## config.mk

```make
export PLATFORM = sky130hd
export DESIGN_NAME = fma_operand_fetcher_flat
export DESIGN_NICKNAME = d
export VERILOG_FILES = /design/src/rtl/fma_operand_fetcher_pkg.sv /design/src/rtl/fma_operand_fetcher_if.sv /design/src/rtl/fma_operand_fetcher_tag_pipe.sv /design/src/rtl/fma_operand_fetcher.sv /design/src/flat_wrapper.sv
export SDC_FILE = /design/constraint.sdc
export NUM_CORES = 1
export LEC_CHECK = 0
export ABC_AREA = 1
export CAP_MARGIN = 10
export CORE_MARGIN = 5
export CORE_UTILIZATION = 50
export DETAILED_ROUTE_END_ITERATION = 12
export GPL_TIMING_DRIVEN = 1
export HOLD_SLACK_MARGIN = 0.1
export PLACE_DENSITY = 0.79
export SYNTH_ARGS = -nofsm -noshare
export SYNTH_HDL_FRONTEND = slang
export SYNTH_SLANG_ARGS = --single-unit
```

## constraint.sdc

```tcl
create_clock -name clk_in -period 4.25 [get_ports clk_in]
set_input_delay 0.6375 -clock clk_in [delete_from_list [all_inputs] [get_ports clk_in]]
set_output_delay 0.6375 -clock clk_in [all_outputs]
set_load 0.01 [all_outputs]
```

## src/rtl/fma_operand_fetcher_pkg.sv

```systemverilog
// Shared types and defaults for the FMA operand fetcher and its downstream memory buffer.
// Holds the operand-select and state enums, the BRAM tag layout and issue-order helpers.
package fma_operand_fetcher_pkg;

   localparam int DEFAULT_FMA_COUNT    = 2;
   localparam int DEFAULT_WIDTH        = 16;
   localparam int DEFAULT_ADDR_WIDTH   = 11;
   localparam int DEFAULT_BRAM_LATENCY = 2;
   localparam int FMA_IDX_W            = 8;

   typedef enum logic [1:0] {
      OP_A = 2'd0,
      OP_B = 2'd1,
      OP_C = 2'd2
   } op_sel_t;

   typedef enum logic [2:0] {
      ST_IDLE    = 3'd0,
      ST_ISSUE   = 3'd1,
      ST_DRAIN   = 3'd2,
      ST_PRESENT = 3'd3,
      ST_HOLDOFF = 3'd4
   } fetch_state_t;

   typedef struct packed {
      logic                 valid;
      logic [FMA_IDX_W-1:0] fma_idx;
      op_sel_t              op_sel;
   } fetch_tag_t;

   // c is the final operand of an FMA only when c is being loaded
   function automatic logic is_last_op(op_sel_t op, logic load_c);
      return load_c ? (op == OP_C) : (op == OP_B);
   endfunction

   function automatic op_sel_t next_op_sel(op_sel_t op, logic load_c);
      if (is_last_op(op, load_c)) begin
         return OP_A;
      end
      return (op == OP_A) ? OP_B : OP_C;
   endfunction

endpackage

```

## src/rtl/fma_operand_fetcher_if.sv

```systemverilog
// Command, BRAM read and operand-presentation bundle of the FMA operand fetcher.
// The master modport is the fetcher side; slave is the side driving commands and BRAM data.
interface fma_operand_fetcher_if
   import fma_operand_fetcher_pkg::*;
#(
   parameter int FMA_COUNT  = DEFAULT_FMA_COUNT,
   parameter int WIDTH      = DEFAULT_WIDTH,
   parameter int ADDR_WIDTH = DEFAULT_ADDR_WIDTH
);

   logic                                cmd_valid_in;
   logic                                cmd_ready_out;
   logic [ADDR_WIDTH-1:0]               cmd_a_base_in;
   logic [ADDR_WIDTH-1:0]               cmd_b_base_in;
   logic [ADDR_WIDTH-1:0]               cmd_c_base_in;
   logic                                cmd_load_c_in;
   logic [ADDR_WIDTH-1:0]               bram_addr_out;
   logic [WIDTH-1:0]                    bram_data_in;
   logic [FMA_COUNT-1:0][3*WIDTH-1:0]   abc_out;
   logic [FMA_COUNT-1:0][2:0]           abc_valid_out;
   logic                                busy_out;

   modport master (
      input  cmd_valid_in, cmd_a_base_in, cmd_b_base_in, cmd_c_base_in, cmd_load_c_in,
      input  bram_data_in,
      output cmd_ready_out, bram_addr_out, abc_out, abc_valid_out, busy_out
   );

   modport slave (
      output cmd_valid_in, cmd_a_base_in, cmd_b_base_in, cmd_c_base_in, cmd_load_c_in,
      output bram_data_in,
      input  cmd_ready_out, bram_addr_out, abc_out, abc_valid_out, busy_out
   );

endinterface

```

## src/rtl/fma_operand_fetcher_tag_pipe.sv

```systemverilog
// Delay line that carries each BRAM read's destination tag alongside the read latency.
// pending_out flags tags still in flight that will not exit on the coming edge.
module fma_operand_fetcher_tag_pipe
   import fma_operand_fetcher_pkg::*;
#(
   parameter int LATENCY = DEFAULT_BRAM_LATENCY
) (
   input  logic       clk_in,
   input  logic       rst_in,
   input  fetch_tag_t tag_in,
   output fetch_tag_t tag_out,
   output logic       pending_out
);

   fetch_tag_t [LATENCY-1:0] stage_reg;

   always_ff @(posedge clk_in) begin
      if (rst_in) begin
         stage_reg <= '0;
      end else begin
         stage_reg[0] <= tag_in;
         for (int i = 1; i < LATENCY; i++) begin
            stage_reg[i] <= stage_reg[i-1];
         end
      end
   end

   assign tag_out = stage_reg[LATENCY-1];

   always_comb begin
      pending_out = 1'b0;
      for (int i = 0; i < LATENCY - 1; i++) begin
         pending_out = pending_out | stage_reg[i].valid;
      end
   end

endmodule

```

## src/rtl/fma_operand_fetcher.sv

```systemverilog
// Fetches a/b(/c) operands for every FMA from the operand BRAM, stages them, and presents
// all of them to the memory buffer in a single cycle followed by a one-cycle holdoff.
module fma_operand_fetcher
   import fma_operand_fetcher_pkg::*;
#(
   parameter int FMA_COUNT    = DEFAULT_FMA_COUNT,
   parameter int WIDTH        = DEFAULT_WIDTH,
   parameter int ADDR_WIDTH   = DEFAULT_ADDR_WIDTH,
   parameter int BRAM_LATENCY = DEFAULT_BRAM_LATENCY
) (
   input  logic                  clk_in,
   input  logic                  rst_in,
   fma_operand_fetcher_if.master bus
);

   fetch_state_t          state_reg, state_next;
   logic [ADDR_WIDTH-1:0] a_base_reg, b_base_reg, c_base_reg;
   logic                  load_c_reg;
   logic [FMA_IDX_W-1:0]  fma_idx_reg;
   op_sel_t               op_sel_reg;
   logic [ADDR_WIDTH-1:0] op_base;
   logic [ADDR_WIDTH-1:0] bram_addr_reg, bram_addr_next;
   fetch_tag_t            tag_reg, tag_next, tag_exit;
   logic                  pipe_pending;
   logic                  cmd_ready_reg, cmd_ready_next;
   logic                  busy_reg, busy_next;
   logic                  present_next;
   logic [2:0]            abc_valid_reg, abc_valid_next;
   logic                  accept, last_issue, drain_done;

   assign accept     = (state_reg == ST_IDLE) && cmd_ready_reg && bus.cmd_valid_in;
   assign last_issue = (state_reg == ST_ISSUE)
                       && (fma_idx_reg == FMA_IDX_W'(FMA_COUNT - 1))
                       && is_last_op(op_sel_reg, load_c_reg);
   // Drain is over once the only remaining tag is the one exiting on this edge
   assign drain_done = !tag_reg.valid && !pipe_pending;

   always_ff @(posedge clk_in) begin
      if (rst_in) begin
         state_reg <= ST_IDLE;
      end else begin
         state_reg <= state_next;
      end
   end

   always_comb begin
      state_next = state_reg;
      unique case (state_reg)
         ST_IDLE:    if (accept)     state_next = ST_ISSUE;
         ST_ISSUE:   if (last_issue) state_next = ST_DRAIN;
         ST_DRAIN:   if (drain_done) state_next = ST_PRESENT;
         ST_PRESENT: state_next = ST_HOLDOFF;
         ST_HOLDOFF: state_next = ST_IDLE;
         default:    state_next = ST_IDLE;
      endcase
   end

   always_comb begin
      cmd_ready_next = (state_next == ST_IDLE);
      busy_next      = (state_next != ST_IDLE);
      present_next   = (state_next == ST_PRESENT);
      abc_valid_next = present_next ? {2'b11, load_c_reg} : 3'b000;
   end

   always_comb begin
      tag_next       = '0;
      op_base        = a_base_reg;
      bram_addr_next = bram_addr_reg;
      if (state_reg == ST_ISSUE) begin
         case (op_sel_reg)
            OP_A:    op_base = a_base_reg;
            OP_B:    op_base = b_base_reg;
            default: op_base = c_base_reg;
         endcase
         bram_addr_next   = op_base + ADDR_WIDTH'(fma_idx_reg);
         tag_next.valid   = 1'b1;
         tag_next.fma_idx = fma_idx_reg;
         tag_next.op_sel  = op_sel_reg;
      end
   end

   always_ff @(posedge clk_in) begin
      if (rst_in) begin
         a_base_reg    <= '0;
         b_base_reg    <= '0;
         c_base_reg    <= '0;
         load_c_reg    <= 1'b0;
         fma_idx_reg   <= '0;
         op_sel_reg    <= OP_A;
         bram_addr_reg <= '0;
         tag_reg       <= '0;
         cmd_ready_reg <= 1'b1;
         busy_reg      <= 1'b0;
         abc_valid_reg <= 3'b000;
      end else begin
         if (accept) begin
            a_base_reg  <= bus.cmd_a_base_in;
            b_base_reg  <= bus.cmd_b_base_in;
            c_base_reg  <= bus.cmd_c_base_in;
            load_c_reg  <= bus.cmd_load_c_in;
            fma_idx_reg <= '0;
            op_sel_reg  <= OP_A;
         end else if (state_reg == ST_ISSUE) begin
            op_sel_reg <= next_op_sel(op_sel_reg, load_c_reg);
            if (is_last_op(op_sel_reg, load_c_reg)) begin
               fma_idx_reg <= fma_idx_reg + FMA_IDX_W'(1);
            end
         end
         bram_addr_reg <= bram_addr_next;
         tag_reg       <= tag_next;
         cmd_ready_reg <= cmd_ready_next;
         busy_reg      <= busy_next;
         abc_valid_reg <= abc_valid_next;
      end
   end

   fma_operand_fetcher_tag_pipe #(
      .LATENCY(BRAM_LATENCY)
   ) u_tag_pipe (
      .clk_in      (clk_in),
      .rst_in      (rst_in),
      .tag_in      (tag_reg),
      .tag_out     (tag_exit),
      .pending_out (pipe_pending)
   );

   genvar gi;
   generate
      for (gi = 0; gi < FMA_COUNT; gi++) begin : g_fma
         logic [3*WIDTH-1:0] staging_reg, staging_next;
         logic [3*WIDTH-1:0] abc_reg;

         always_comb begin
            staging_next = staging_reg;
            if (tag_exit.valid && (tag_exit.fma_idx == FMA_IDX_W'(gi))) begin
               case (tag_exit.op_sel)
                  OP_A:    staging_next[3*WIDTH-1:2*WIDTH] = bus.bram_data_in;
                  OP_B:    staging_next[2*WIDTH-1:WIDTH]   = bus.bram_data_in;
                  default: staging_next[WIDTH-1:0]         = bus.bram_data_in;
               endcase
            end
         end

         // Presentation takes staging_next so the final BRAM word lands in the same edge
         always_ff @(posedge clk_in) begin
            if (rst_in) begin
               staging_reg <= '0;
               abc_reg     <= '0;
            end else begin
               staging_reg <= accept ? '0 : staging_next;
               if (present_next) begin
                  abc_reg <= staging_next;
               end
            end
         end

         assign bus.abc_out[gi]       = abc_reg;
         assign bus.abc_valid_out[gi] = abc_valid_reg;
      end
   endgenerate

   assign bus.bram_addr_out = bram_addr_reg;
   assign bus.cmd_ready_out = cmd_ready_reg;
   assign bus.busy_out      = busy_reg;

endmodule
```

## src/flat_wrapper.sv

```systemverilog
// flat-port wrapper written by rule: the top's interface ports become plain ports
module fma_operand_fetcher_flat import fma_operand_fetcher_pkg::*;
#(
   parameter int FMA_COUNT    = DEFAULT_FMA_COUNT,
   parameter int WIDTH        = DEFAULT_WIDTH,
   parameter int ADDR_WIDTH   = DEFAULT_ADDR_WIDTH,
   parameter int BRAM_LATENCY = DEFAULT_BRAM_LATENCY
)
  (clk_in, rst_in, bus_cmd_valid_in, bus_cmd_a_base_in, bus_cmd_b_base_in, bus_cmd_c_base_in, bus_cmd_load_c_in, bus_bram_data_in, bus_cmd_ready_out, bus_bram_addr_out, bus_abc_out, bus_abc_valid_out, bus_busy_out);
  fma_operand_fetcher_if #(.FMA_COUNT(FMA_COUNT), .WIDTH(WIDTH), .ADDR_WIDTH(ADDR_WIDTH)) bus_i ();
  input  logic clk_in;
  input  logic rst_in;
  input wire logic [$bits(bus_i.cmd_valid_in)-1:0] bus_cmd_valid_in;
  input wire logic [$bits(bus_i.cmd_a_base_in)-1:0] bus_cmd_a_base_in;
  input wire logic [$bits(bus_i.cmd_b_base_in)-1:0] bus_cmd_b_base_in;
  input wire logic [$bits(bus_i.cmd_c_base_in)-1:0] bus_cmd_c_base_in;
  input wire logic [$bits(bus_i.cmd_load_c_in)-1:0] bus_cmd_load_c_in;
  input wire logic [$bits(bus_i.bram_data_in)-1:0] bus_bram_data_in;
  output wire logic [$bits(bus_i.cmd_ready_out)-1:0] bus_cmd_ready_out;
  output wire logic [$bits(bus_i.bram_addr_out)-1:0] bus_bram_addr_out;
  output wire logic [$bits(bus_i.abc_out)-1:0] bus_abc_out;
  output wire logic [$bits(bus_i.abc_valid_out)-1:0] bus_abc_valid_out;
  output wire logic [$bits(bus_i.busy_out)-1:0] bus_busy_out;
  assign bus_i.cmd_valid_in = bus_cmd_valid_in;
  assign bus_i.cmd_a_base_in = bus_cmd_a_base_in;
  assign bus_i.cmd_b_base_in = bus_cmd_b_base_in;
  assign bus_i.cmd_c_base_in = bus_cmd_c_base_in;
  assign bus_i.cmd_load_c_in = bus_cmd_load_c_in;
  assign bus_i.bram_data_in = bus_bram_data_in;
  assign bus_cmd_ready_out = bus_i.cmd_ready_out;
  assign bus_bram_addr_out = bus_i.bram_addr_out;
  assign bus_abc_out = bus_i.abc_out;
  assign bus_abc_valid_out = bus_i.abc_valid_out;
  assign bus_busy_out = bus_i.busy_out;
  fma_operand_fetcher #(.FMA_COUNT(FMA_COUNT), .WIDTH(WIDTH), .ADDR_WIDTH(ADDR_WIDTH), .BRAM_LATENCY(BRAM_LATENCY)) u_core (.clk_in(clk_in), .rst_in(rst_in), .bus(bus_i));
endmodule
```

# Yosys cells after proc, flatten, opt, wreduce, memory -nomap -nowiden
# Cells that the tools add are included.
[classes]
n_addsub = 2
eq_ne = 9
mux = 24
n_bitwise = 2
reduce_logical = 20
[ops]
columns = ["cell", "n"]
rows = [
  ["$mux 16", 6],
  ["$mux 48", 2],
  ["$mux 11", 2],
  ["$pmux 11 s2", 1],
  ["$eq 8x1->1 const B", 2],
  ["$mux 3", 4],
  ["$pmux 3 s4", 1],
  ["$add 11x8->11", 1],
  ["$eq 3x2->1 const B", 3],
  ["$add 8x1->8 const B", 1],
  ["$logic_not 8->1", 1],
  ["$reduce_or 2->1", 4],
  ["$logic_and 1x1->1", 7],
  ["$logic_not 3->1", 2],
  ["$mux 2", 3],
  ["$mux 1", 5],
  ["$eq 2x1->1 const B", 2],
  ["$logic_not 2->1", 2],
  ["$eq 3x1->1 const B", 1],
  ["$reduce_bool 3->1", 1],
  ["$eq 2x2->1 const B", 1],
  ["$logic_not 1->1", 2],
  ["$not 1->1", 2],
  ["$reduce_and 2->1", 1],
]
[word_totals]
ff_bits = 288
in_bits = 53
out_inout_bits = 115
elab_cells = 82

# Longest topological paths before layout
# Gate-level depths: netlist of run 1.
[logic_depth]
depth_word = 8
ltp_mapped = 16
depth_no_buf = 16

# Cells and area by module
# Synthesis of run 1 repeated with hierarchy kept, for this count alone.
[hier_totals]
hier_cells = 1680
area_unflattened_um2 = 12296.8
[modules_own_cells]
columns = ["mod", "instances", "cells_each", "area_each_um2"]
rows = [
  ["fma_operand_fetcher", 1, 1601, 11586.1],
  ["fma_operand_fetcher_tag_pipe", 1, 79, 710.7],
]

# Least setup slack after synthesis of run 1
# No wires, ideal clock.
[synth_path]
kind = "reg-to-reg"
startpoint = "register with a tool-made name"
endpoint = "register u_core.bram_addr_reg[10], in the netlist u_core.bus.bram_addr_out[10]"
setup_ns = 0.109
t_arrival_ns = 2.110
required_time_ns = 4.141
path_slack_ns = 2.031
path_stages_with_launch = 17
n_path_buf = 0
period_less_slack_ns = 2.219
cell_sequence = "dfxtp_1 > nor2_1 > inv_1 > nor2_1 > nor2_1 > ha_1 > inv_1 > fa_1 > nand3b_1 > nand2_1 > nand2_1 > nand3_1 > nand2_1 > nand2_1 > nand3_1 > nand2_1 > inv_1"
[synth_lines]
columns = ["item", "line_no", "rtl"]
rows = [
  ["end signal, assigned", "fma_operand_fetcher.sv:109", "bram_addr_reg <= bram_addr_next;"],
  ["end, declared", "fma_operand_fetcher.sv:22", "logic [ADDR_WIDTH-1:0] bram_addr_reg, bram_addr_next;"],
]

==> impl_metrics.env, run 1 <==
export IMPL_outcome="complete, no violations"
export IMPL_drtPass1Iterations=6
export IMPL_finalCritPeriodShare_pct=63.1
export IMPL_hold_path_startpoint="u_core.u_tag_pipe.stage_reg[0]$_SDFF_PP0_"
export IMPL_dp_hpwl_um=21500
export IMPL_final_core_util_pct=61.5
export IMPL_hold_ws_ns=0.397
export IMPL_cts_buffers_inserted=29
export IMPL_fmax_mhz=373
export IMPL_ys_seq_elements=287
export IMPL_hold_class="reg2reg"
export IMPL_crit_type="reg2reg"
export IMPL_tns_ns=0
export IMPL_layout_min_cycle_time_ns=2.68
export IMPL_critPathRequiredTime_ns=4.69
export IMPL_crit_path_end_kind="flop"
export IMPL_io_pins=168
export IMPL_finalHoldViolations=0
export IMPL_grt_max_degree=192
export IMPL_start_kind="flop"
export IMPL_switching_power_mw=1.33
export IMPL_syn_num_nets=1777
export IMPL_cts_resized_gates=0
export IMPL_fp_dieW_um=166
export IMPL_seqPwrFrac_pct=48.9
export IMPL_drv_cap=0
export IMPL_finalNetCount=1880
export IMPL_path_clk_slew_ns=0.07
export IMPL_multiInputGateArea_sq_mm=0.00516
export IMPL_core_sq_mm=0.0241
export IMPL_p_int_mw=4.37
export IMPL_root_buffer="clkbuf_16"
export IMPL_drv_slew=0
export IMPL_synth_cells=1713
export IMPL_cts_tree="yes"
export IMPL_p_comb_share_pct=7.1
export IMPL_arrival_ns=3.12
export IMPL_synth_cell_types=30
export IMPL_wl_per_cell_um=15.2
export IMPL_critical_path_max_fanout=13
export IMPL_die_area_sq_mm=0.0275
export IMPL_initialDrtViolationCount=1056
export IMPL_power_density_mw_per_mm2=385
export IMPL_area_growth_pct=22.0
export IMPL_final_common_cell="nand2_1"
export IMPL_fillers=2175
export IMPL_rsz0062_at_grt="false"
export IMPL_ir_worst_vdd_mv=0.319
export IMPL_grt_ovfl_total=0
export IMPL_gp_congestion=0.919
export IMPL_setup_slack_ns=1.57
export IMPL_final_antenna_net_count=0
export IMPL_wl_um=32800
export IMPL_regArea_sq_mm=0.00575
export IMPL_portBuffers=167
export IMPL_tightest_slew_ns=1.03
export IMPL_start_util_pct=50.4
export IMPL_synth_area_sq_mm=0.0121
export IMPL_dp_cells=2109
export IMPL_n_antenna_cell=0
export IMPL_antenna_found_initial=0
export IMPL_grt_pass1_wl_um=53600
export IMPL_ys_warn_count=0
export IMPL_swShare_pct=23.4
export IMPL_grtUsageTotal_pct=22.7
export IMPL_fp_row_count=57
export IMPL_p_clk_share_pct=44.0
export IMPL_cts_setup_buffers=0
export IMPL_dp_slack_ns=1.62
export IMPL_placed_cell_area_sq_mm=0.0139
export IMPL_cts_max_path_buffers=3
export IMPL_grt_pass1_vias=10800
export IMPL_die_h_um=166
export IMPL_yosysSeqAreaShare_pct=47.3
export IMPL_design_area_sq_mm=0.0148
export IMPL_h_tree_depth=1
export IMPL_insertion_delay_ns=0.54
export IMPL_avgSynthCellArea_sq_um=7.09
export IMPL_fin_skew_ns=0.00907
export IMPL_layout_drive_gt1_share_pct=4.41
export IMPL_vias=11500
export IMPL_drc=0
export IMPL_maxSlewHeadroom_pct=31.4
export IMPL_final_cells=2161
export IMPL_cts_sinks=287
export IMPL_ctsHoldBuffers=0
export IMPL_leakagePower_nw=6.24
export IMPL_setup_viol=0
export IMPL_p_total_mw=5.70
export IMPL_vias_per_cell=5.33
export IMPL_final_cell_mix="365 x nand2_1, 286 x dfxtp_1, 228 x nor2_1, 190 x inv_1, 166 x clkdlybuf4s50_1"
[path summary, 6_finish.rpt]
| check | end | slack (ns) | cells after the start |
|---|---|---|---|
| hold reg to reg | u_core.u_tag_pipe.tag_out[0]$_SDFF_PP0_ | 0.40 | 2 |
| setup / recovery | u_core.bus.bram_addr_out[10]$_SDFFE_PP0P_ | 1.57 | 16 |
| hold / removal | u_core.u_tag_pipe.tag_out[0]$_SDFF_PP0_ | 0.40 | 2 |
| setup reg to reg | u_core.bus.bram_addr_out[10]$_SDFFE_PP0P_ | 1.57 | 16 |
[logic make-up after synthesis]
logic type	after synthesis	synth area share, %
xor+xnor	6	0.433
simple gates	768	25.9
compound gates	332	14.8
buf+inv	309	10.3
fa+ha+maj	11	1.20
flops	287	47.3
[critical path: stages (launching register included)]
cell and delay, ns:
dfxtp_1 0.43, inv_2 0.14, nand2_1 0.23, o22ai_1 0.11
nor2_1 0.13, ha_1 0.21, inv_1 0.07, fa_1 0.43
nand3b_1 0.23, nand2_1 0.13, nand2_1 0.06, nand3_1 0.12
nand2_1 0.06, nand2_1 0.05, nand3_1 0.06, nand2_1 0.08
inv_1 0.04
[synthesized netlist by cell type]
cell	count	area share (%)
a21o_1	1	0.062
buf_4	14	0.87
xor2_1	4	0.29
o21bai_1	1	0.062
xnor2_1	2	0.14
nor3_2	2	0.16
buf_2	32	1.3
o21ai_0	146	6.0
ha_1	10	1.0
clkbuf_1	57	1.8
nor3_1	4	0.16
nor2_2	2	0.10
nand4_1	5	0.26
buf_1	7	0.22
o211ai_1	48	3.0
nor2_1	229	7.1
inv_1	192	5.9
nor4_4	1	0.18
a21oi_1	125	5.2
inv_2	7	0.22
o22ai_1	7	0.36
nand2_1	365	11
and3_1	1	0.052
nand3_1	155	6.4
dfxtp_1	287	47
o21ai_1	2	0.082
fa_1	1	0.16
o21a_1	1	0.062
a31oi_1	1	0.052
nand3b_1	4	0.25
[power by group through the flow]
stage	clock network [mW]	registers (mW)	logic [mW]
floorplan	0	2.84	0.230
CTS	2.55	2.78	0.401
detailed placement	0	2.84	0.397
global placement	0	2.84	0.393
finish	2.51	2.79	0.406
global route	2.67	2.79	0.450
[final cells by class]
| class | instances | area share (%) |
|---|---|---|
| Sequential cell | 287 | 38.8 |
| Multi-Input combinational cell | 1117 | 34.9 |
| Timing Repair Buffer | 182 | 12.2 |
| Clock buffer | 41 | 5.81 |
| Inverter | 199 | 5.04 |
| Tap cell | 324 | 2.74 |
| Clock inverter | 11 | 0.600 |
[layer usage]
layer | routed length (um) | vias to the layer above | track usage, %
li1 | - | 5692 | -
met1 | 13700 | 5241 | 29.5
met2 | 15300 | 507 | 37.9
met3 | 2810 | 72 | 4.81
met4 | 1020 | 0 | 7.21
met5 | 0 | - | 0
Power figures use the tool's default switching activity.
==> run 2: changes to the inputs <==
- PLACE_DENSITY: 0.79 -> 0.82
- clock period: 4.25 -> 2.2 ns (I/O delays scaled with it)
==> run 2 against run 1 <==
- register-to-register slack got worse by 1.5 ns
- flip-flop and latch count unchanged
- non-clock buffer count increased by 34
- global-route usage increased by 0.67 points
- count of clock-buffer cells in the layout decreased by 1
- final cell count increased by 1.5%
- critical path type unchanged
- largest cell class unchanged
- largest power group unchanged
- highest routed layer unchanged
==> impl_metrics.env, run 2 (synthesis gave the netlist of run 1 again) <==
export IMPL_drv_slew=0
export IMPL_maxSlewHeadroom_pct=55.9
export IMPL_root_buffer="clkbuf_16"
export IMPL_outcome="complete, no violations"
export IMPL_vias_per_cell=5.31
export IMPL_portBuffers=167
export IMPL_grt_pass1_wl_um=54800
export IMPL_drc=0
export IMPL_wl_um=33400
export IMPL_cts_max_path_buffers=3
export IMPL_gp_congestion=0.861
export IMPL_leakagePower_nw=6.47
export IMPL_initialDrtViolationCount=982
export IMPL_dp_slack_ns=0.0184
export IMPL_insertion_delay_ns=0.54
export IMPL_tns_ns=0
export IMPL_die_area_sq_mm=0.0275
export IMPL_io_pins=168
export IMPL_power_density_mw_per_mm2=737
export IMPL_tightest_slew_ns=0.662
export IMPL_antenna_found_initial=0
export IMPL_drtPass1Iterations=8
export IMPL_fp_row_count=57
export IMPL_slowest_delay_ns=0.39
export IMPL_arrival_ns=2.53
export IMPL_h_tree_depth=1
export IMPL_grt_pass1_vias=11200
export IMPL_n_antenna_cell=0
export IMPL_area_growth_pct=25.7
export IMPL_core_sq_mm=0.0241
export IMPL_critical_path_max_fanout=5
export IMPL_finalHoldViolations=0
export IMPL_layout_drive_gt1_share_pct=6.69
export IMPL_start_util_pct=50.4
export IMPL_dp_hpwl_um=22500
export IMPL_finalNetCount=1914
export IMPL_cts_sinks=287
export IMPL_grt_max_degree=57
export IMPL_cts_tree="yes"
export IMPL_vias=11600
export IMPL_start_kind="flop"
export IMPL_critPathRequiredTime_ns=2.62
export IMPL_setup_slack_ns=0.0982
export IMPL_crit_path_end_kind="flop"
export IMPL_path_clk_slew_ns=0.06
export IMPL_crit_type="reg2reg"
export IMPL_grt_ovfl_total=0
export IMPL_ir_worst_vdd_mv=0.542
export IMPL_crit_top_cell="nand2_1"
export IMPL_cts_buffers_inserted=29
export IMPL_fmax_mhz=476
export IMPL_fillers=2066
export IMPL_fin_skew_ns=0.00922
export IMPL_layout_min_cycle_time_ns=2.10
export IMPL_cp_slowest_cell="dfxtp_4"
export IMPL_final_cell_mix="364 x nand2_1, 284 x dfxtp_1, 227 x nor2_1, 188 x inv_1, 166 x clkdlybuf4s50_1"
export IMPL_grtUsageTotal_pct=23.3
export IMPL_fp_dieW_um=166
export IMPL_final_common_cell="nand2_1"
export IMPL_drv_cap=0
export IMPL_path_buf_inv=2
export IMPL_path_cells="inv_6 -> nand2_4 -> o22ai_2 -> nor2_1 -> ha_2 -> inv_2 -> fa_2 -> nand3b_1 -> nand2_1 -> nand2_1 -> nand3_2 -> xor2_1 -> a21oi_1"
export IMPL_wl_per_cell_um=15.2
export IMPL_final_antenna_net_count=0
export IMPL_die_h_um=166
export IMPL_finalCritPeriodShare_pct=95.5
export IMPL_cp_top_family="simple AND/OR/NAND/NOR gates"
export IMPL_setup_viol=0
export IMPL_rsz0062_at_grt="true"
export IMPL_hold_class="in2reg"
-- run 2: worst reg2reg max path: cells and delay by family (launching register included) --
kind                     cells  cell delay (ns)
AO/OA/AOI/OAI                2             0.14
XOR/XNOR                     1             0.17
flip-flops                   1             0.39
adder cells (fa/ha/maj)      2             0.58
AND/OR/NAND/NOR              6             0.61
buffers and inverters        2             0.09
-- run 2: layout make-up --
cell class                      count  area (sq um)  share of cell area, %
Clock buffer                       40           837                   5.49
Sequential cell                   287          5750                   37.7
Tap cell                          324           405                   2.66
Multi-Input combinational cell   1117          5210                   34.2
Inverter                          199           752                   4.93
Clock inverter                     10           139                  0.910
Timing Repair Buffer              216          2160                   14.2
-- run 2: timing repair --
action,in CTS,in global routing
gates resized for setup,0,18
setup buffers,0,2
endpoints found under the hold margin,1,0
setup endpoints to repair,0,8
hold buffers,1,0
-- run 2: worst paths after layout --
check,start,to,slack (ns),cells after the start
worst max-delay path,flop,u_core.bus.bram_addr_out[8]$_SDFFE_PP0P_,0.1,13
worst max register to register,flop,u_core.bus.bram_addr_out[8]$_SDFFE_PP0P_,0.1,13
worst min register to register,u_core.u_tag_pipe.stage_reg[1]$_SDFF_PP0_,u_core.u_tag_pipe.tag_out[1]$_SDFF_PP0_,0.40,2
worst min-delay path,bus_cmd_c_base_in[9],u_core.c_base_reg[9]$_SDFFE_PP0P_,0.38,3
-- run 2: metrics by stage --
stage / power, mW / util [%] / instances / instance area, sq um / hold WS [ns]
floorplan: 5.92 / - / 1713 / 12100 / 0.388
global placement: 6.31 / 58.9 / 2140 / 14200 / 0.389
detailed placement: 6.31 / 58.9 / 2140 / 14200 / 0.391
CTS: 11.3 / 63.0 / 2191 / 15200 / 0.357
global route: 11.7 / 63.3 / 2193 / 15300 / 0.368
finish: 11.2 / 63.3 / 2193 / 15300 / 0.378
-- run 2: power by group --
part	switching, mW	internal, mW	total [mW]
registers	0.0744	5.31	5.38
logic	0.504	0.346	0.850
clock network	2.01	3.00	5.01
total	2.59	8.65	11.2
-- run 2: layer usage --
metal | routed length [um] | GRT usage (%)
met1 | 13700 | 30.0
met2 | 15600 | 38.9
met3 | 3060 | 5.19
met4 | 1070 | 8.25
met5 | 0 | 0
